`src/rtl/sc_pkg.sv`:
```
// Shared stochastic-computing definitions: decoder FSM encodings and output polarity selectors.
package sc_pkg;

  typedef enum logic [1:0] {
    ST_IDLE  = 2'd0,
    ST_COUNT = 2'd1,
    ST_HOLD  = 2'd2
  } sc_state_e;

  localparam int SC_UNIPOLAR = 0;
  localparam int SC_BIPOLAR  = 1;

endpackage

```
`src/rtl/sc_ones_counter.sv`:
```
// Sample/ones counter pair for one decode window of 2^WIDTH qualified samples.
// window_done flags the cycle whose enabled sample is the last one of the window.
module sc_ones_counter #(
  parameter int WIDTH = 8
) (
  input  logic           clk,
  input  logic           rst_n,
  input  logic           clr,
  input  logic           en,
  input  logic           bit_in,
  output logic [WIDTH:0] ones,
  output logic           window_done
);

  localparam logic [WIDTH:0] LAST = {1'b0, {WIDTH{1'b1}}};
  localparam logic [WIDTH:0] ONE  = {{WIDTH{1'b0}}, 1'b1};

  logic [WIDTH:0] samples_q, samples_d;
  logic [WIDTH:0] ones_q, ones_d;

  always_comb begin
    samples_d = samples_q;
    ones_d    = ones_q;
    if (clr) begin
      samples_d = '0;
      ones_d    = '0;
    end else if (en) begin
      samples_d = samples_q + ONE;
      if (bit_in) begin
        ones_d = ones_q + ONE;
      end
    end
  end

  always_ff @(posedge clk or negedge rst_n) begin
    if (!rst_n) begin
      samples_q <= '0;
      ones_q    <= '0;
    end else begin
      samples_q <= samples_d;
      ones_q    <= ones_d;
    end
  end

  assign ones        = ones_q;
  assign window_done = en && !clr && (samples_q == LAST);

endmodule

```
`src/rtl/sc_bitstream_decoder.sv`:
```
// Stochastic-to-binary readout: counts ones over 2^WIDTH valid samples, then holds a
// unipolar (saturated) or bipolar (offset, clamped) result behind a valid/ready handshake.
module sc_bitstream_decoder
  import sc_pkg::*;
#(
  parameter int WIDTH   = 8,
  parameter int BIPOLAR = 0
) (
  input  logic             clk,
  input  logic             rst_n,
  input  logic             start,
  input  logic             continuous,
  input  logic             abort,
  input  logic             bit_in,
  input  logic             bit_valid,
  output logic             busy,
  output logic [WIDTH-1:0] out_value,
  output logic             out_valid,
  input  logic             out_ready
);

  sc_state_e        state_q, state_d;
  logic             busy_q, busy_d;
  logic             out_valid_q, out_valid_d;
  logic [WIDTH-1:0] out_value_q, out_value_d;
  logic [WIDTH-1:0] result;
  logic [WIDTH:0]   ones, final_ones;
  logic             cnt_clr, cnt_en, window_done;

  assign cnt_en = (state_q == ST_COUNT) && bit_valid && !abort;

  sc_ones_counter #(.WIDTH(WIDTH)) u_counter (
    .clk         (clk),
    .rst_n       (rst_n),
    .clr         (cnt_clr),
    .en          (cnt_en),
    .bit_in      (bit_in),
    .ones        (ones),
    .window_done (window_done)
  );

  // Include the sample landing this cycle so the result registers with the last sample.
  assign final_ones = ones + {{WIDTH{1'b0}}, bit_in};

  // A full count (2^WIDTH) is the only value with the top bit set; bipolar offset is an MSB flip.
  always_comb begin
    result = final_ones[WIDTH-1:0];
    if (BIPOLAR == SC_BIPOLAR) begin
      if (final_ones[WIDTH]) begin
        result            = '1;
        result[WIDTH-1]   = 1'b0;
      end else begin
        result[WIDTH-1] = ~final_ones[WIDTH-1];
      end
    end else if (final_ones[WIDTH]) begin
      result = '1;
    end
  end

  always_comb begin
    state_d     = state_q;
    out_valid_d = out_valid_q;
    out_value_d = out_value_q;
    cnt_clr     = 1'b0;
    if (abort) begin
      state_d     = ST_IDLE;
      out_valid_d = 1'b0;
      cnt_clr     = 1'b1;
    end else begin
      case (state_q)
        ST_IDLE: begin
          if (start) begin
            state_d = ST_COUNT;
            cnt_clr = 1'b1;
          end
        end
        ST_COUNT: begin
          if (window_done) begin
            state_d     = ST_HOLD;
            out_valid_d = 1'b1;
            out_value_d = result;
          end
        end
        ST_HOLD: begin
          if (out_valid_q && out_ready) begin
            out_valid_d = 1'b0;
            cnt_clr     = 1'b1;
            state_d     = continuous ? ST_COUNT : ST_IDLE;
          end
        end
        default: state_d = ST_IDLE;
      endcase
    end
    busy_d = (state_d != ST_IDLE);
  end

  always_ff @(posedge clk or negedge rst_n) begin
    if (!rst_n) begin
      state_q     <= ST_IDLE;
      busy_q      <= 1'b0;
      out_valid_q <= 1'b0;
      out_value_q <= '0;
    end else begin
      state_q     <= state_d;
      busy_q      <= busy_d;
      out_valid_q <= out_valid_d;
      out_value_q <= out_value_d;
    end
  end

  assign busy      = busy_q;
  assign out_valid = out_valid_q;
  assign out_value = out_value_q;

endmodule

```
`config.mk`:
```
export PLATFORM = sky130hd
export DESIGN_NAME = sc_bitstream_decoder
export DESIGN_NICKNAME = d
export VERILOG_FILES = /design/src/rtl/sc_pkg.sv /design/src/rtl/sc_ones_counter.sv /design/src/rtl/sc_bitstream_decoder.sv
export SDC_FILE = /design/constraint.sdc
export NUM_CORES = 1
export LEC_CHECK = 0
export CAP_MARGIN = 20
export CORE_MARGIN = 4
export CORE_UTILIZATION = 55
export DETAILED_ROUTE_END_ITERATION = 10
export DONT_BUFFER_PORTS = 1
export PLACE_DENSITY = 0.7
export SYNTH_ARGS = -nofsm -noshare
export SYNTH_HDL_FRONTEND = slang
export SYNTH_SLANG_ARGS = --single-unit
```
`constraint.sdc`:
```
create_clock -name clk -period 3 [get_ports clk]
set_input_delay 0.15 -clock clk [delete_from_list [all_inputs] [get_ports clk]]
set_output_delay 0.15 -clock clk [all_outputs]
set_load 0.02 [all_outputs]
```
### Yosys cells after proc, flatten, opt, wreduce, memory -nomap -nowiden

Cells that the tools add are included.

| storage, ports and cells | value |
|---|---|
| input port bits | 8 |
| output and inout port bits | 10 |
| flip-flop bits (word level) | 30 |
| logic and storage cells | 50 |

| operators by class | value |
|---|---|
| multiplexer cells | 20 |
| reductions and logical operators | 15 |
| add/sub/neg operators | 3 |
| bitwise logic cells | 1 |
| equal/unequal tests | 5 |

Operators by type and width:

| kind | count |
|---|---|
| 9-bit 2-to-1 mux | 5 |
| 9-bit by 1-bit adder with 9-bit output (second input constant) | 2 |
| 9-bit by 1-bit adder with 9-bit output | 1 |
| 9-bit by 8-bit equality test with 1-bit output (second input constant) | 1 |
| 2-bit 2-to-1 mux | 4 |
| 8-bit 2-to-1 mux | 1 |
| 1-bit 2-to-1 mux | 7 |
| 2-bit case mux with 3 select lines | 1 |
| 3-bit AND reduction | 2 |
| 2-bit nonzero test | 3 |
| 1-bit logical AND | 5 |
| 1-bit case mux with 2 select lines | 2 |
| 3-bit by 2-bit inequality test with 1-bit output (second input constant) | 1 |
| 3-bit inequality test (second input constant) | 1 |
| 3-bit nonzero test | 1 |
| 2-bit by 1-bit equality test with 1-bit output (second input constant) | 1 |
| 2-bit equality test (second input constant) | 1 |
| 1-bit zero test | 2 |
| 2-bit zero test | 1 |
| 2-bit AND reduction | 1 |
| 1-bit inverter | 1 |

### Longest topological paths before layout

| logic depth | value |
|---|---|
| depth in word-level cells | 11 |
| gate-level depth with buffers | 8 |
| gate-level depth less buffers | 7 |

### By module

A second synthesis with hierarchy kept.

| unflattened totals | value |
|---|---|
| cells, all modules | 164 |
| area, all modules | 1542.7 µm² |

By module, submodules not included:

| module | times used | seq. area each (µm²) | cells an instance | area each (µm²) |
|---|---|---|---|---|
| sc_ones_counter | 1 | 450.4 | 92 | 892.1 |
| sc_bitstream_decoder | 1 | 300.3 | 72 | 650.6 |

### Least setup slack after synthesis

OpenSTA, ideal clock, no wires.

| timing | value |
|---|---|
| path type | register to register |
| start | register u_counter.samples_q[0] |
| end | register out_value_q[0], in the netlist out_value[0] |
| library setup time | 0.131 ns |
| period minus slack after synthesis | 1.569 ns |
| cell stages (with the launch flop) | 8 |
| slack | 1.431 ns |
| required time | 2.869 ns |
| path buffers | 0 |
| data arrival time | 1.438 ns |
| cells stage by stage | dfrtp_1 ha_1 nand2_1 nor3_1 ha_1 nand3_4 nor3_4 a21oi_1 |

| on the way | value |
|---|---|
| cells in the longest elaborated chain, start to end | 3 |

RTL lines:

| what | line | text |
|---|---|---|
| start, declared | sc_ones_counter.sv:18 | `logic [WIDTH:0] samples_q, samples_d;` |
| start signal, assigned | sc_ones_counter.sv:40 | `samples_q <= samples_d;` |
| 9-bit by 8-bit equality test with 1-bit output | sc_ones_counter.sv:46 | `assign window_done = en && !clr && (samples_q == LAST);` |
| 1-bit logical AND | sc_ones_counter.sv:46 |  |
| 3-bit AND reduction (no source line) | -- |  |
| end signal, assigned | sc_bitstream_decoder.sv:107 | `out_value_q <= out_value_d;` |
| end, declared | sc_bitstream_decoder.sv:25 | `logic [WIDTH-1:0] out_value_q, out_value_d;` |

No other way between the ends.
A chain may end at the register's enable or synchronous reset.

### Final worst setup path

| timing | value |
|---|---|
| start | register u_counter.samples_q[2] |
| end | register out_value_q[4], in the netlist out_value[4] |

Same word-level chain as after synthesis.

==> flow_metrics.env <==
export IMPL_status="complete, no violations"
export IMPL_grt_start_max_net_pins=31
export IMPL_rsz0062_at_grt="no"
export IMPL_cp_slowest_cell="dfrtp_1"
export IMPL_synth_area_um2=1567
export IMPL_synth_top_area_frac=0.4792
export IMPL_intPower_uw=503.5
export IMPL_worstPathMaxFanout=8
export IMPL_die_w_um=61.37
export IMPL_ys_seq_elements=30
export IMPL_synth_cells=164
export IMPL_ant_nets=0
export IMPL_routedWlPerCell_um=14.14
export IMPL_slew_headroom=0.6215
export IMPL_drv_cap=0
export IMPL_clk_latency_ns=0.33
export IMPL_synth_top_cell_by_area="dfrtp_1"
export IMPL_layout_min_cycle_time_ns=1.760
export IMPL_die_h_um=61.37
export IMPL_ys_warnings_count=0
export IMPL_path_class="flip-flop to flip-flop"
export IMPL_totalWireLength_um=2814
export IMPL_synth_edff_count=0
export IMPL_vdd_drop_max_uv=344.5
export IMPL_first_global_vias=1148
export IMPL_gp_congestion=0.8409
export IMPL_initial_utilization=0.5730
export IMPL_clock_sinks=30
export IMPL_netSwitchingFraction=0.2400
export IMPL_avgSynthCellArea_um2=9.552
export IMPL_critPathLaunchType="flip-flop"
export IMPL_hold_violations=0
export IMPL_ctsLongestPathBuffers=2
export IMPL_cts_tree="done"
export IMPL_synth_seq_area_share=0.4792
export IMPL_path_buf_inv=0
export IMPL_placed_cells=188
export IMPL_final_instance_count_excl_fill=199
export IMPL_numCtsBuffers=5
export IMPL_antenna_found_initial=0
export IMPL_n_fill_cell=252
export IMPL_remaining_drc_errors=0
export IMPL_slew_violations=0
export IMPL_leakage_nw=0.6798
export IMPL_crit_family="simple AND/OR/NAND/NOR gates"
export IMPL_power_switching_uw=159.0
export IMPL_htree_levels=2
export IMPL_worst_setup_path_end_kind="flip-flop"
export IMPL_drive_gt1_frac=0.07738
export IMPL_via_per_inst=5.734
export IMPL_finClkSkew_ns=0.01411
export IMPL_final_cell_mix="nor2_1, dfrtp_1, xnor2_1, nand2_1, a21oi_1"
export IMPL_area_growth_syn_to_layout_pct=5.271
export IMPL_vias=1141
export IMPL_coreArea_um2=2734
export IMPL_timing_fmax_ghz=0.5682
export IMPL_cts_root_buf="clkbuf_4"
export IMPL_place_port_buffers=0
export IMPL_worstMarginPinSlew_ns=0.5663
export IMPL_slowest_delay_ns=0.44
export IMPL_finalNetCount=181
export IMPL_pwr_share_clk=0.322
export IMPL_die_area_um2=3766
export IMPL_multi_input_area_um2=735.7
export IMPL_utilization=0.6032
export IMPL_dp_hpwl_um=2023
export IMPL_setup_violations=0
export IMPL_syn_nets=177
export IMPL_antenna_cells=0
export IMPL_dr_pass1_iters=4
export IMPL_holdCritPathClass="primary input to flip-flop"
export IMPL_seq_area_um2=750.7
export IMPL_ctsResizeCount=0
export IMPL_grt_pass1_wl_um=4961
export IMPL_power_density_nw_per_um2=401.7
export IMPL_ys_async_sr_fraction=1.000
export IMPL_pwr_share_seq=0.624
export IMPL_ioPinCount=18
export IMPL_critPathRequiredTime_ns=3.20
export IMPL_ys_flop_type="dfrtp_1"
export IMPL_grt_usage=0.1860
export IMPL_mostFrequentLayoutCell="nor2_1"
export IMPL_ys_types=29
export IMPL_timing_final_crit_share=0.5866
export IMPL_grt_overflow_total=0
export IMPL_rows=19
export IMPL_crit_chain="nand4_1 -> nor3_1 -> ha_1 -> nand3_4 -> nor3_4 -> a21oi_1"
export IMPL_synth_area_leaders="dfrtp_1, xnor2_1, nor2_1, ha_1, xor2_1"
export IMPL_drtIter0Drc=78
export IMPL_clk_pin_slew_worst_paths_ns=0.09
export IMPL_cp_arrival_ns=1.96
export IMPL_comb_power_share=0.054
export IMPL_tns_ns=0
final timing paths:
path	slack, ns	cells past startpoint	endpoint	start
worst max register to register	1.24	6	out_value[4]$_DFFE_PN0P_	u_counter.samples_q[2]$_DFFE_PN0P_
worst min-delay path	0.03	2	out_valid$_DFFE_PN0P_	out_ready
min in group asynchronous	0.27	2	out_valid$_DFFE_PN0P_	rst_n
worst max-delay path	1.24	6	out_value[4]$_DFFE_PN0P_	u_counter.samples_q[2]$_DFFE_PN0P_
worst min register to register	0.57	2	u_counter.samples_q[8]$_DFFE_PN0P_	u_counter.samples_q[8]$_DFFE_PN0P_
max in group asynchronous	2.55	2	u_counter.ones[1]$_DFFE_PN0P_	rst_n
worst reg2reg max path, cell delays in order, from the launching register on:
cell and delay [ns]:
dfrtp_1 0.44, nand4_1 0.17, nor3_1 0.20, ha_1 0.24
nand3_4 0.11, nor3_4 0.36, a21oi_1 0.12
cell usage after synthesis (2+ instances only):
library cell   n
inv_1          7
buf_6          3
dfrtp_1       30
buf_2          3
nor2_1        32
xor2_1         7
ha_1           5
nand3_1        8
nor3_1         6
o21ai_0        3
a21oi_1       12
nor4_1         2
nand4_1        6
xnor2_1       14
nand2_1       12
per-stage QoR:
stage / instance area (um^2) / power [mW] / setup WS [ns] / hold slack [ns]
after detailed placement: 1551 / 0.4437 / 1.243 / -0.1449
after floorplan: 1567 / 0.4425 / 1.431 / -0.1456
after global placement: 1551 / 0.4433 / 1.281 / -0.1450
after CTS: 1649 / 0.6740 / 1.245 / 0.01358
after global routing: 1649 / 0.6963 / 1.028 / 0.02508
final: 1649 / 0.6625 / 1.240 / 0.02657
kinds of logic after synthesis:
family / after synthesis / synth area share
XOR/XNOR: 21 / 0.1174
buffers and inverters: 14 / 0.05111
AO/OA/AOI/OAI: 20 / 0.07189
AND/OR/NAND/NOR: 74 / 0.2404
adder cells (fa/ha/maj): 5 / 0.03994
flip-flops: 30 / 0.4792
power groups by stage:
stage | combinational (mW) | sequential (mW) | clock (mW)
floorplan | 0.0237 | 0.419 | 0
global placement | 0.0219 | 0.421 | 0
detailed placement | 0.0221 | 0.422 | 0
CTS | 0.0369 | 0.413 | 0.224
global route | 0.0419 | 0.414 | 0.240
finish | 0.0359 | 0.413 | 0.213
area by class of cell:
cell class | count | share of cell area
repair buffers | 4 | 0.03035
clock inverters | 2 | 0.006070
inverters | 7 | 0.01593
well taps | 31 | 0.02352
multi-input cells | 120 | 0.4461
flip-flops and latches | 30 | 0.4552
clock buffers | 5 | 0.02276
flip-flops by register name, indices dropped and copies added (netlist names):
| name | flops |
|---|---|
| u_counter.ones | 9 |
| busy | 1 |
| out_valid | 1 |
| out_value | 8 |
| u_counter.samples_q | 9 |
| state_q | 2 |
layer usage:
| layer | vias up | part of all wire | GRT usage |
|---|---|---|---|
| met3 | 5 | 0.070 | 0.05031 |
| met4 | 0 | 0.020 | 0.1182 |
| met1 | 539 | 0.46 | 0.2325 |
| met5 | - | 0 | 0 |
| li1 | 563 | - | - |
| met2 | 34 | 0.45 | 0.2840 |
repair_timing:
action	in CTS	in global routing
hold endpoints to repair	34	0
hold buffers	4	0
buffers inserted	0	0
No activity file was read; power rests on OpenSTA's default activity.
